$ cat config.mk
export PLATFORM = sky130hd
export DESIGN_NAME = stat_rd_seq
export DESIGN_NICKNAME = d
export VERILOG_FILES = /design/src/rtl/stat_pkg.sv /design/src/rtl/stat_rd_seq.sv
export SDC_FILE = /design/constraint.sdc
export NUM_CORES = 1
export LEC_CHECK = 0
export CAP_MARGIN = 5
export CELL_PAD_IN_SITES_DETAIL_PLACEMENT = 0
export CELL_PAD_IN_SITES_GLOBAL_PLACEMENT = 2
export CORE_AREA = 5 5 64 51
export CTS_BUF_LIST = sky130_fd_sc_hd__clkbuf_4
export CTS_CLUSTER_DIAMETER = 40
export DETAILED_ROUTE_END_ITERATION = 7
export DIE_AREA = 0 0 69 56
export PLACE_DENSITY = 0.83
export REMOVE_ABC_BUFFERS = 1
export SLEW_MARGIN = 20
export SYNTH_ARGS = -nofsm -noshare
export SYNTH_HDL_FRONTEND = slang
export SYNTH_SLANG_ARGS = --single-unit
$ cat constraint.sdc
create_clock -name clk -period 4.7 [get_ports clk]
set_clock_uncertainty 0.1 [all_clocks]
set_input_delay 1.41 -clock clk [delete_from_list [all_inputs] [get_ports clk]]
set_output_delay 1.41 -clock clk [all_outputs]
set_load 0.005 [all_outputs]
$ cat src/rtl/stat_pkg.sv
// Shared definitions for the AES status-store reader: store geometry and FSM state encoding.
// STAT_RD_PARITY_EN adds the PAR state, which needs a third state bit.
package stat_pkg;

  localparam int STAT_NBYTES = 4;
  localparam int STAT_AW     = 2;

`ifdef STAT_RD_PARITY_EN
  typedef enum logic [2:0] {
    ST_IDLE = 3'b000,
    ST_LOAD = 3'b001,
    ST_SEND = 3'b010,
    ST_FIN  = 3'b011,
    ST_PAR  = 3'b100
  } state_e;
`else
  typedef enum logic [1:0] {
    ST_IDLE = 2'b00,
    ST_LOAD = 2'b01,
    ST_SEND = 2'b10,
    ST_FIN  = 2'b11
  } state_e;
`endif

  // Folds one more sampled byte into the running burst parity.
  function automatic logic [7:0] par_fold(input logic [7:0] acc, input logic [7:0] b);
    return acc ^ b;
  endfunction

endpackage

$ cat src/rtl/stat_rd_seq.sv
// Reader end of the 4x8 AES status store: one start pulse streams NBYTES bytes out on a valid/ready channel.
// With STAT_RD_PARITY_EN defined, a trailing XOR-parity byte follows the data bytes.
module stat_rd_seq
  import stat_pkg::*;
#(
  parameter int NBYTES = STAT_NBYTES,
  parameter int AW     = STAT_AW
) (
  input  logic          clk,
  input  logic          rstn,
  input  logic          start,
  output logic [AW-1:0] ar,
  input  logic [7:0]    din,
  output logic          busy,
  output logic          done,
  output logic [7:0]    tx_data,
  output logic          tx_valid,
  input  logic          tx_ready
);

  localparam logic [AW:0] LAST_IDX = (AW+1)'(NBYTES);
  localparam logic [AW:0] IDX_ZERO = {(AW+1){1'b0}};
  localparam logic [AW:0] IDX_ONE  = {{AW{1'b0}}, 1'b1};

  state_e      state_q;
  logic [AW:0] rd_idx_q;
  logic [7:0]  tx_data_q;
  logic        tx_valid_q;
  logic        busy_q;
  logic        done_q;
`ifdef STAT_RD_PARITY_EN
  logic [7:0]  acc_q;
`endif
  logic        hs_s;

  // rd_idx_q always points at the next byte to fetch, so ar shows it while a byte is stalled.
  assign ar       = rd_idx_q[AW-1:0];
  assign hs_s     = tx_valid_q & tx_ready;
  assign tx_data  = tx_data_q;
  assign tx_valid = tx_valid_q;
  assign busy     = busy_q;
  assign done     = done_q;

  // Burst sequencer with the registered byte channel and status outputs.
  always_ff @(posedge clk or negedge rstn) begin
    if (!rstn) begin
      state_q    <= ST_IDLE;
      rd_idx_q   <= IDX_ZERO;
      tx_data_q  <= 8'h00;
      tx_valid_q <= 1'b0;
      busy_q     <= 1'b0;
      done_q     <= 1'b0;
`ifdef STAT_RD_PARITY_EN
      acc_q      <= 8'h00;
`endif
    end else begin
      done_q <= 1'b0;
      case (state_q)
        ST_IDLE: begin
          rd_idx_q <= IDX_ZERO;
          if (start) begin
            busy_q  <= 1'b1;
            state_q <= ST_LOAD;
`ifdef STAT_RD_PARITY_EN
            acc_q   <= 8'h00;
`endif
          end
        end
        ST_LOAD: begin
          tx_data_q  <= din;
          tx_valid_q <= 1'b1;
          rd_idx_q   <= rd_idx_q + IDX_ONE;
          state_q    <= ST_SEND;
`ifdef STAT_RD_PARITY_EN
          acc_q      <= par_fold(acc_q, din);
`endif
        end
        ST_SEND: begin
          if (hs_s) begin
            if (rd_idx_q == LAST_IDX) begin
`ifdef STAT_RD_PARITY_EN
              tx_data_q  <= acc_q;
              state_q    <= ST_PAR;
`else
              tx_valid_q <= 1'b0;
              state_q    <= ST_FIN;
`endif
            end else begin
              tx_data_q <= din;
              rd_idx_q  <= rd_idx_q + IDX_ONE;
`ifdef STAT_RD_PARITY_EN
              acc_q     <= par_fold(acc_q, din);
`endif
            end
          end
        end
`ifdef STAT_RD_PARITY_EN
        ST_PAR: begin
          if (hs_s) begin
            tx_valid_q <= 1'b0;
            state_q    <= ST_FIN;
          end
        end
`endif
        ST_FIN: begin
          tx_valid_q <= 1'b0;
          done_q     <= 1'b1;
          busy_q     <= 1'b0;
          rd_idx_q   <= IDX_ZERO;
          state_q    <= ST_IDLE;
        end
        default: begin
          tx_valid_q <= 1'b0;
          busy_q     <= 1'b0;
          rd_idx_q   <= IDX_ZERO;
          state_q    <= ST_IDLE;
        end
      endcase
    end
  end

endmodule

==> impl_results.md <==
* Status: completed
* Async SR Flop Fraction at 100%
* Post-layout util at 41.9%
* Hold Startpoint: tx_data[6]
* Yosys reg bits at 16
* DRC viols at 0
* Post-Syn Area at 785 um^2
* CP Class: reg -> out
* DR vias/cell at 4.60
* Clk root buf: clkbuf_4
* Setup TNS at 0 ns
* Seq/Total Area, Yosys at 51.0%
* Post-route clock period utilization at 58.2%
* Routed Antenna Nets at 0
* Crit Path Max Fanout at 5
* Wire per inst at 12.3 um
* Hold-fix buffers, CTS at 0
* Clock-pin transition on the worst setup and hold timing paths at 0.09 ns
* Lkg Pwr at 0.470 nW
* Routability cong. at 0.690
* WP buf/inv at 1
* Worst setup margin at 1.96 ns
* # Post-CTS Setup Buffers at 0
* RSZ-0062 raised after global routing: no
* Worst slew margin at 50.6%
* Hold Fails Final Rpt at 0
* CP startpoint kind: flop
* Crit-path cells: clkdlybuf4s50_1
* Top cell type's share of synthesized area at 51.0%
* Number of distinct library cells after synthesis at 20
* Port Buffers at 24
* Layout area overhead at 36.8%
* CTS buffer count at 3
* Mapped Avg Cell Area at 12.5 um^2
* Placed Cells at 120
* Pre-CTS setup slack at 1.74 ns
* Reg2Reg Launch Point: state_q[0]
* Total number of vias at 570
* Post-synth EDFFs at 0
* Synth top area cells: dfrtp_1 51%, mux2_2 13%, ha_1 9.6%
* Grt total ovfl at 0
* Power density cells at 656 mW/mm^2
* Drt pass-1 iters at 1
* Post_cts resized at 0
* Non-filler cells in the finished layout at 124
* Final Setup Violations at 0
* Die X at 69 um
* CP required at 3.19 ns
* CTS tree: done
* First-pass GRT wire length at 2620 um
* Slowest cell on crit path: clkdlybuf4s50_1
* Placed cell areas at 0.00105 mm^2
* Max Slew Vio Count at 0
* Clk sinks at 16
* Clock latency on the worst-skew pair at 0.28 ns
* Total Power at 704 uW
* Top cells by count, synth: 16 x dfrtp_1, 9 x mux2_2, 7 x inv_1
* Largest net degree at the start of global routing at 17
* Crit path from: tx_valid
* Post-Layout Inst Area at 0.00107 mm^2
* CTS max path bufs at 2
* H-tree levels at 1
* Crit. End Element: output pin
* Hold Crit Class: reg -> reg
* Measured slew at the worst slew-check pin at 0.739 ns
* Min Tclk post-route at 2.74 ns
* # diodes at 0
* Final WL at 1520 um
* Family with the most delay on the worst path: buffers and inverters
* Fmax at 0.365 GHz
* Synth area leader: dfrtp_1
* Initial antenna violation count at 0
* # rows at 16
* Top Ports at 25
* Die area at 0.00386 mm^2
* Ys flop type: dfrtp_1
* Detailed Route Iter0 Violations at 0
* Number of global-route vias before repair at 534
* Core Area at 0.00256 mm^2
* CP max stage delay at 0.53 ns
* Chip height at 56 um
* Post-synthesis cell count at 63
* Warnings from Yosys at 0
* Layout net count at 107
* Share of cells above drive strength 1 at 14.8%
* Total global routing track utilization at 8.50%
* Hold_ws at 0.411 ns
* Max IR drop VDD at 0.234 mV
* Count leader, synth: dfrtp_1
* Max_cap viols at 0
* WP data arrival at 1.23 ns
* Initial core utilization at 30.6%
path summary, 6_finish.rpt:
check                             end  slack [ns]  cells after the start
max in group asynchronous  state_q[0]        2.58                      1
hold reg to reg            tx_data[6]        0.41                      1
setup / recovery             tx_valid        1.96                      1
setup reg to reg           tx_data[1]        2.74                      5
hold / removal             tx_data[6]        0.41                      1
min in group asynchronous  tx_data[0]        1.46                      1
layer usage:
metal	part of all wire [%]	up-vias	GRT usage, %	wire length (um)
met2	41	22	11.4	627
met4	0.33	0	1.67	5
met5	0	-	0	0
met3	7.9	2	5.23	120
met1	51	272	11.5	769
li1	-	274	-	-
registers in the layout, indices dropped and copies added, names as in the netlist:
signal and count:
tx_data 8, rd_idx_q 3, state_q 2, busy 1, done 1, tx_valid 1
cell usage in the layout (no fill, tap or decap), types with 2 or more instances in the layout:
master / netlist / final
ha_1: 6 / 6
inv_1: 7 / 7
mux2i_1: 3 / 3
nand3_1: 2 / 2
clkbuf_4: 0 / 3
a21oi_1: 2 / 2
mux2_2: 9 / 9
clkdlybuf4s50_1: 0 / 24
nand2_1: 4 / 4
dfrtp_1: 16 / 16
logic make-up (layout without fill, tap and decap cells):
family | Yosys count | count (layout) | share of synthesized area (%)
multiplexers | 12 | 12 | 16.7
adder cells (fa/ha/maj) | 6 | 6 | 9.57
flip-flops | 16 | 16 | 51.0
AO/OA/AOI/OAI | 9 | 9 | 9.89
AND/OR/NAND/NOR | 10 | 10 | 6.54
buffers and inverters | 10 | 35 | 6.22
where the power goes:
group          total (mW)  switching, mW  leakage [nW]  internal, mW
sequential          0.254         0.0450         0.192         0.209
clock              0.0718         0.0409        0.0154        0.0308
combinational       0.378          0.152         0.263         0.226
final cells by class:
type	instances	area [um^2]
Clock inverter	1	3.75
Sequential cell	16	400
Clock buffer	3	22.5
Tap cell	36	45.0
Fill cell	260	1490
Multi-Input combinational cell	37	335
Inverter	7	26.3
Timing Repair Buffer	24	240
Note: power is estimated with default switching activity, not from simulation.
